==> src/rtl/capture_pkg.sv <==
// capture_pkg: shared types and constants for the capture controller.
//   state_e    - controller state encoding
//   DROP_CNT_W - width of the dropped-sample counter
package capture_pkg;

    typedef enum logic [2:0] {
        IDLE    = 3'd0,
        ARMED   = 3'd1,
        CAPTURE = 3'd2,
        DONE    = 3'd3,
        READOUT = 3'd4
    } state_e;

    localparam int DROP_CNT_W = 16;

endpackage

==> src/rtl/capture_ctrl_if.sv <==
// capture_ctrl_if: sample input strobe and readout stream of the capture
// controller.
//   din_valid/din          - producer -> controller sample input
//   dout/dout_valid        - controller -> consumer readout word
//   dout_ready             - consumer accepts dout
// Modports: master = sample producer / readout consumer, slave = controller.
interface capture_ctrl_if #(
    parameter int DWIDTH = 8
);
    logic              din_valid;
    logic [DWIDTH-1:0] din;
    logic [DWIDTH-1:0] dout;
    logic              dout_valid;
    logic              dout_ready;

    modport master (
        output din_valid, din, dout_ready,
        input  dout, dout_valid
    );

    modport slave (
        input  din_valid, din, dout_ready,
        output dout, dout_valid
    );
endinterface

==> src/rtl/capture_ctrl_sample_ram.sv <==
// sample_ram: single-port MAX_DATA x DWIDTH buffer, synchronous write and
// registered read. No reset on storage or read register.
//   clk_i   - clock
//   we_i    - write enable (wdata_i -> mem[addr_i])
//   re_i    - read enable (mem[addr_i] -> rdata_o next cycle, held otherwise)
//   addr_i  - shared address
//   wdata_i - write data
//   rdata_o - registered read data
module sample_ram #(
    parameter int MAX_DATA = 256,
    parameter int DWIDTH   = 8,
    parameter int AWIDTH   = $clog2(MAX_DATA)
) (
    input  logic              clk_i,
    input  logic              we_i,
    input  logic              re_i,
    input  logic [AWIDTH-1:0] addr_i,
    input  logic [DWIDTH-1:0] wdata_i,
    output logic [DWIDTH-1:0] rdata_o
);
    logic [DWIDTH-1:0] mem [MAX_DATA];
    logic [DWIDTH-1:0] rdata_q;

    always_ff @(posedge clk_i) begin
        if (we_i) mem[addr_i] <= wdata_i;
        if (re_i) rdata_q <= mem[addr_i];
    end

    assign rdata_o = rdata_q;
endmodule

==> src/rtl/capture_ctrl.sv <==
// capture_ctrl: triggered sample capture into a MAX_DATA-word buffer,
// followed by an in-order valid/ready readout.
//   clk, rst  - clock, synchronous active-high reset
//   start     - arm from IDLE
//   trig      - start capture while ARMED (level)
//   abort     - return to IDLE from any state (highest priority)
//   rd_start  - start readout from DONE
//   bus       - capture_ctrl_if.slave: din_valid/din in, dout/dout_valid out,
//               dout_ready in
//   busy      - ARMED, CAPTURE or READOUT
//   done      - DONE
//   wr_addr   - buffer fill level
//   drop_cnt  - saturating count of samples offered while not capturing
// Build option: CAPTURE_CTRL_DROP_CNT_EN enables the drop counter; without it
// drop_cnt is tied to zero.
module capture_ctrl
    import capture_pkg::*;
#(
    parameter int MAX_DATA = 256,
    parameter int DWIDTH   = 8,
    localparam int AWIDTH  = $clog2(MAX_DATA)
) (
    input  logic                  clk,
    input  logic                  rst,
    input  logic                  start,
    input  logic                  trig,
    input  logic                  abort,
    input  logic                  rd_start,
    capture_ctrl_if.slave         bus,
    output logic                  busy,
    output logic                  done,
    output logic [AWIDTH-1:0]     wr_addr,
    output logic [DROP_CNT_W-1:0] drop_cnt
);
    localparam logic [AWIDTH-1:0] LAST_ADDR = AWIDTH'(MAX_DATA - 1);

    state_e            state_q, state_d;
    logic [AWIDTH-1:0] wr_addr_q, wr_addr_d;
    logic [AWIDTH-1:0] rd_addr_q, rd_addr_d;
    logic              rd_all_q, rd_all_d;   // every word has been read from RAM
    logic              dout_valid_q, dout_valid_d;
    logic              we, re;
    logic [AWIDTH-1:0] ram_addr;
    logic [DWIDTH-1:0] ram_rdata;

    always_ff @(posedge clk) begin
        if (rst) begin
            state_q      <= IDLE;
            wr_addr_q    <= '0;
            rd_addr_q    <= '0;
            rd_all_q     <= 1'b0;
            dout_valid_q <= 1'b0;
        end else begin
            state_q      <= state_d;
            wr_addr_q    <= wr_addr_d;
            rd_addr_q    <= rd_addr_d;
            rd_all_q     <= rd_all_d;
            dout_valid_q <= dout_valid_d;
        end
    end

    always_comb begin
        state_d      = state_q;
        wr_addr_d    = wr_addr_q;
        rd_addr_d    = rd_addr_q;
        rd_all_d     = rd_all_q;
        dout_valid_d = dout_valid_q;
        we           = 1'b0;
        re           = 1'b0;
        if (abort) begin
            state_d      = IDLE;
            wr_addr_d    = '0;
            rd_addr_d    = '0;
            rd_all_d     = 1'b0;
            dout_valid_d = 1'b0;
        end else begin
            unique case (state_q)
                IDLE:  if (start) state_d = ARMED;
                ARMED: begin
                    if (trig) begin
                        state_d = CAPTURE;
                        we      = bus.din_valid;
                    end
                end
                CAPTURE: we = bus.din_valid;
                DONE: begin
                    if (rd_start) begin
                        state_d   = READOUT;
                        rd_addr_d = '0;
                        rd_all_d  = 1'b0;
                    end
                end
                READOUT: begin
                    // Once all reads are issued, the only word left is the one
                    // on dout; its transfer ends the readout.
                    if (dout_valid_q && bus.dout_ready && rd_all_q) begin
                        state_d      = IDLE;
                        dout_valid_d = 1'b0;
                        rd_all_d     = 1'b0;
                    end else if (!dout_valid_q || bus.dout_ready) begin
                        dout_valid_d = !rd_all_q;
                        if (!rd_all_q) begin
                            re = 1'b1;
                            if (rd_addr_q == LAST_ADDR) begin
                                rd_addr_d = '0;
                                rd_all_d  = 1'b1;
                            end else begin
                                rd_addr_d = rd_addr_q + AWIDTH'(1);
                            end
                        end
                    end
                end
                default: state_d = IDLE;
            endcase

            if (we) begin
                if (wr_addr_q == LAST_ADDR) begin
                    wr_addr_d = '0;
                    state_d   = DONE;
                end else begin
                    wr_addr_d = wr_addr_q + AWIDTH'(1);
                end
            end
        end
    end

    assign ram_addr = (state_q == READOUT) ? rd_addr_q : wr_addr_q;

    sample_ram #(
        .MAX_DATA (MAX_DATA),
        .DWIDTH   (DWIDTH),
        .AWIDTH   (AWIDTH)
    ) u_ram (
        .clk_i   (clk),
        .we_i    (we),
        .re_i    (re),
        .addr_i  (ram_addr),
        .wdata_i (bus.din),
        .rdata_o (ram_rdata)
    );

    // The RAM read register is the dout register; it only loads when the
    // output slot is free, so it holds steady under backpressure. Gating with
    // the reset-cleared valid flag gives dout=0 without resetting the RAM.
    assign bus.dout       = dout_valid_q ? ram_rdata : '0;
    assign bus.dout_valid = dout_valid_q;
    assign busy           = (state_q == ARMED) || (state_q == CAPTURE) || (state_q == READOUT);
    assign done           = (state_q == DONE);
    assign wr_addr        = wr_addr_q;

`ifdef CAPTURE_CTRL_DROP_CNT_EN
    logic [DROP_CNT_W-1:0] drop_cnt_q;

    always_ff @(posedge clk) begin
        if (rst) begin
            drop_cnt_q <= '0;
        end else if (bus.din_valid && !we && (drop_cnt_q != '1)) begin
            drop_cnt_q <= drop_cnt_q + DROP_CNT_W'(1);
        end
    end

    assign drop_cnt = drop_cnt_q;
`else
    assign drop_cnt = '0;
`endif
endmodule

==> src/flat_wrapper.sv <==
// flat-port wrapper written by rule: the top's interface ports become plain ports
module capture_ctrl_flat import capture_pkg::*;
#(
    parameter int MAX_DATA = 256,
    parameter int DWIDTH   = 8,
    localparam int AWIDTH  = $clog2(MAX_DATA)
)
  (clk, rst, start, trig, abort, rd_start, busy, done, wr_addr, drop_cnt, bus_din_valid, bus_din, bus_dout_ready, bus_dout, bus_dout_valid);
  capture_ctrl_if #(.DWIDTH(DWIDTH)) bus_i ();
  input  logic clk;
  input  logic rst;
  input  logic start;
  input  logic trig;
  input  logic abort;
  input  logic rd_start;
  output logic busy;
  output logic done;
  output logic [AWIDTH-1:0] wr_addr;
  output logic [DROP_CNT_W-1:0] drop_cnt;
  input wire logic [$bits(bus_i.din_valid)-1:0] bus_din_valid;
  input wire logic [$bits(bus_i.din)-1:0] bus_din;
  input wire logic [$bits(bus_i.dout_ready)-1:0] bus_dout_ready;
  output wire logic [$bits(bus_i.dout)-1:0] bus_dout;
  output wire logic [$bits(bus_i.dout_valid)-1:0] bus_dout_valid;
  assign bus_i.din_valid = bus_din_valid;
  assign bus_i.din = bus_din;
  assign bus_i.dout_ready = bus_dout_ready;
  assign bus_dout = bus_i.dout;
  assign bus_dout_valid = bus_i.dout_valid;
  capture_ctrl #(.MAX_DATA(MAX_DATA), .DWIDTH(DWIDTH)) u_core (.clk(clk), .rst(rst), .start(start), .trig(trig), .abort(abort), .rd_start(rd_start), .bus(bus_i), .busy(busy), .done(done), .wr_addr(wr_addr), .drop_cnt(drop_cnt));
endmodule
==> config.mk <==
export PLATFORM = sky130hd
export DESIGN_NAME = capture_ctrl_flat
export DESIGN_NICKNAME = d
export VERILOG_FILES = /design/src/rtl/capture_pkg.sv /design/src/rtl/capture_ctrl_if.sv /design/src/rtl/capture_ctrl_sample_ram.sv /design/src/rtl/capture_ctrl.sv /design/src/flat_wrapper.sv
export SDC_FILE = /design/constraint.sdc
export NUM_CORES = 2
export LEC_CHECK = 0
export BUFFER_PORTS_ARGS = -buffer_cell sky130_fd_sc_hd__clkbuf_2
export CELL_PAD_IN_SITES_DETAIL_PLACEMENT = 0
export CELL_PAD_IN_SITES_GLOBAL_PLACEMENT = 1
export CORE_MARGIN = 1
export CORE_UTILIZATION = 45
export CTS_CLUSTER_DIAMETER = 120
export DETAILED_ROUTE_END_ITERATION = 10
export GPL_TIMING_DRIVEN = 0
export PLACE_DENSITY = 0.76
export SLEW_MARGIN = 20
export SYNTH_ARGS = -nofsm -noshare
export SYNTH_HDL_FRONTEND = slang
export SYNTH_SLANG_ARGS = --single-unit
==> constraint.sdc <==
create_clock -name clk -period 3.1 [get_ports clk]
set_clock_uncertainty 0.1 [all_clocks]
set_input_delay 0.155 -clock clk [delete_from_list [all_inputs] [get_ports clk]]
set_output_delay 0.155 -clock clk [all_outputs]
set_load 0.01 [all_outputs]
==> summary.log <==
[sta] time the worst path needs with I/O delays and setup 4.310 ns
[route] per-cell via count in the routed design 6.342
[power] total power 57.54 mW
[floorplan] die outline area 184200 um2
[global_route] GRT busiest layer met2
[floorplan] core region area 180900 um2
[floorplan] y dimension of the die 429.2 um
[synth] most common cell in the netlist sky130_fd_sc_hd__edfxtp_1
[worst_hold_path] hold crit path type in2reg
[cells_and_area] area delta synth->final 21.61%
[cts] clock transition at the registers of the reported paths 0.06 ns
[place] weighted congestion at the end of routability-driven global placement 1.001
[sta] relative max-transition margin 34.68%
[global_route] global-route met3 utilization 9.952%
[synth] sequential cell area fraction in the yosys report 75.70%
[run_status] failing checks setup timing
[sta] final max-slew violation count 0
[setup_path] Reg2Reg Setup Slack -1.21 ns
[cts] TritonCTS clock tree yes
[route] drt first-iter violations 9272
[setup_path] data required time at the worst endpoint 3.48 ns
[synth] Post-Synthesis Cells 6012
[synth] top_reg_cell synth sky130_fd_sc_hd__edfxtp_1
[setup_path] startpoint of the worst register-to-register path u_core.state_q[0]
[sta] RSZ-0062 raised after global routing yes
[place] PortBufs 34
[cts] CTS Buffer Depth 3
[synth] number of distinct library cell variants in the gate-level netlist after synthesis 60
[synth] Yosys top cell area share 75.19%
[floorplan] width of the die 429.2 um
[route] remaining antenna violation count after routing 0
[cts] total clock sinks 2077
[route] via count 56963
[synth] number of synthesized flops with an enable pin 2056
[synth] Mapped Area 82120 um2
[cts] maximum level of the CTS H-tree 4
[global_route] vias in the first global route 53495
[synth] Yosys top cell by area sky130_fd_sc_hd__edfxtp_1
[global_route] Overflow after GRT 0
[route] remaining design rule violation count 0
[synth] ys async rst share 0%
[sta] final-layout setup total negative slack -767.56 ns
[setup_path] critical path fanouts, max 10
[global_route] GRT met1 Usage 41.21%
[cells_and_area] final core area utilization 55.19%
[synth] warning count from the yosys run 0
[route] routed wire length 300.9 mm
[cells_and_area] layout cell share with drive strength beyond 1 20.52%
[floorplan] floorplan row count 156
[synth] most common library cells after synthesis sky130_fd_sc_hd__edfxtp_1, sky130_fd_sc_hd__nand2_1, sky130_fd_sc_hd__a21oi_1
[global_route] pin count of the biggest net entering global routing 119
[setup_path] Startpoint Class register
[global_route] met2 track demand over resource in global routing 47.10%
[setup_path] Worst setup EP type register
[global_route] Total Routing Usage GR 32.02%
[synth] mean cell area of the mapped netlist 13.66 um2
[cts] number of buffers added by the clock tree synthesis step 207
[floorplan] effective utilization at floorplan 45.38%
[route] post-DR wirelength/cell 33.50 um
[place] Setup WS pre-CTS -3.111 ns
[run_status] status finished, violations left
[cts] insertion delay to the later sink of the worst-skew pair 0.87 ns
[setup_path] launch point of the critical path u_core.state_q[0]
[setup_path] arrival time of the worst setup path 4.69 ns
[floorplan] Boundary Pins 51
[sta] fmax 232.0 MHz
[cells_and_area] nets 6444
[global_route] initial antenna violation count 12
[synth] top post-synthesis cells by area sky130_fd_sc_hd__edfxtp_1, sky130_fd_sc_hd__nand2_1, sky130_fd_sc_hd__a21oi_1
[global_route] wire length of the first global-routing pass 410.4 mm
[worst_hold_path] startpoint of the most critical hold path bus_din[3]
[sta] final setup vio count 2015
[cts] root buf cell sky130_fd_sc_hd__clkbuf_16
[sta] slew at the pin closest to its max-slew limit 0.9798 ns
[sta] Tcrit/Tclk final 139.0%
[route] count of TritonRoute iterations in the first routing pass 8
[power] Peak supply drop 0.0004850 V
[sta] Worst Setup Slack, final -1.210 ns
[synth] number of register bits inferred by synthesis 2077
[power] total power per unit cell area 576.2 nW/um2
[setup_path] category of the critical setup timing path reg2reg
[job] Max-Cap Viols 0
[power] P_leak 31.83 nW
[place] post-detailed-placement half-perimeter wirelength 203.4 mm
[sta] final-report hold violation count 0
cells by family (layout without fill, tap and decap cells):
| group | count (synthesis) | count (layout) | share of synthesized area [%] |
|---|---|---|---|
| other | 1 | 25 | 0.004567 |
| muxes | 134 | 134 | 1.883 |
| DFF | 2077 | 2077 | 75.70 |
| adders and majority gates | 2 | 2 | 0.03047 |
| buffers and inverters | 434 | 1010 | 2.505 |
| xor gates and xnor gates | 9 | 9 | 0.09600 |
| and+or+nand+nor | 2323 | 2323 | 11.65 |
| AOI/OAI and AO/OA | 1032 | 1032 | 8.130 |
cell usage in the layout, fill, tap and decap left out, types with 25 or more instances in the layout:
master and count:
sky130_fd_sc_hd__nand3_1 344, sky130_fd_sc_hd__a31oi_1 82, sky130_fd_sc_hd__clkinv_1 56, sky130_fd_sc_hd__a21oi_2 34, sky130_fd_sc_hd__nand4_1 75, sky130_fd_sc_hd__clkbuf_4 49
sky130_fd_sc_hd__a221oi_1 69, sky130_fd_sc_hd__clkbuf_2 77, sky130_fd_sc_hd__edfxtp_1 2056, sky130_fd_sc_hd__nor2_1 78, sky130_fd_sc_hd__buf_4 140, sky130_fd_sc_hd__buf_16 32
sky130_fd_sc_hd__mux2i_1 101, sky130_fd_sc_hd__buf_6 68, sky130_fd_sc_hd__clkbuf_16 214, sky130_fd_sc_hd__a22oi_1 115, sky130_fd_sc_hd__buf_2 73, sky130_fd_sc_hd__nor2_4 201
sky130_fd_sc_hd__bufinv_16 26, sky130_fd_sc_hd__a21oi_4 25, sky130_fd_sc_hd__clkbuf_1 88, sky130_fd_sc_hd__buf_12 62, sky130_fd_sc_hd__nor2_2 43, sky130_fd_sc_hd__clkbuf_8 38
sky130_fd_sc_hd__a32oi_1 90, sky130_fd_sc_hd__nand2_1 1469, sky130_fd_sc_hd__a21oi_1 468
metal layers:
layer / up-vias / share of wire, %
met4: 10 / 7.2
met5: - / 0.023
met3: 853 / 13
met2: 4234 / 44
met1: 28414 / 36
li1: 23452 / -
final timing paths:
check                             end  cells after the start
min reg2reg       u_core.rd_addr_q[0]                      2
max           u_core.u_ram.rdata_o[1]                     13
max reg2reg   u_core.u_ram.rdata_o[1]                     13
min          u_core.u_ram.mem[201][3]                      2
worst max-delay path, stage by stage (launching register included):
cell,delay (ns)
sky130_fd_sc_hd__dfxtp_2,0.33
sky130_fd_sc_hd__buf_6,0.14
sky130_fd_sc_hd__nor4bb_4,0.42
sky130_fd_sc_hd__a21oi_4,0.06
sky130_fd_sc_hd__buf_12,0.16
sky130_fd_sc_hd__buf_12,0.15
sky130_fd_sc_hd__buf_8,0.16
sky130_fd_sc_hd__buf_16,0.18
sky130_fd_sc_hd__a21oi_2,0.14
sky130_fd_sc_hd__a22oi_2,0.08
sky130_fd_sc_hd__o211ai_1,0.54
sky130_fd_sc_hd__a41oi_4,0.33
sky130_fd_sc_hd__nor4_4,0.63
sky130_fd_sc_hd__nand4_1,0.44
sequential cells by signal, indices dropped and copies added, names as in the netlist:
name and count:
u_core.bus.dout_valid 1, u_core.u_ram.mem 2048, u_core.state_q 3, u_core.rd_all_q 1, u_core.wr_addr 8, u_core.u_ram.rdata_o 8, u_core.rd_addr_q 8
layout make-up:
class	count	area (um2)
Clock inverter	125	1341
Clock buffer	261	5487
Inverter	2	7.507
Tap cell	2370	2965
Antenna cell	9	22.52
Fill cell	14185	81080
Sequential cell	2077	62160
Buffer	425	3755
Timing Repair Buffer	197	2534
Multi-Input combinational cell	3516	21590
metrics by stage:
step | cells | hold WS (ns) | area [um2]
after detailed placement | 8452 | 0.3858 | 85990
after floorplan | 6027 | 0.1539 | 82200
after global routing | 8976 | 0.08122 | 99850
after CTS | 8938 | 0.03919 | 98670
final | 8982 | 0.08112 | 99860
after global placement | 8431 | 0.3742 | 85340
power by group:
group / internal [mW] / leakage (nW) / switching, mW
sequential: 30.8 / 18.6 / 0.00142
clock: 14.7 / 3.31 / 11.0
combinational: 0.226 / 9.88 / 0.818
total: 45.7 / 31.8 / 11.8
what timing repair did:
| action | 4_1_cts | 5_1_grt |
|---|---|---|
| resized for setup | 1216 | 200 |
| setup endpoints to repair | 2056 | 2056 |
| gates cloned | 10 | 1 |
| setup buffers | 76 | 38 |
| hold buffers | 18 | 0 |
| endpoints found under the hold margin | 749 | 0 |
| pin swaps | 104 | 78 |
Note: power is estimated with default switching activity, not from simulation.
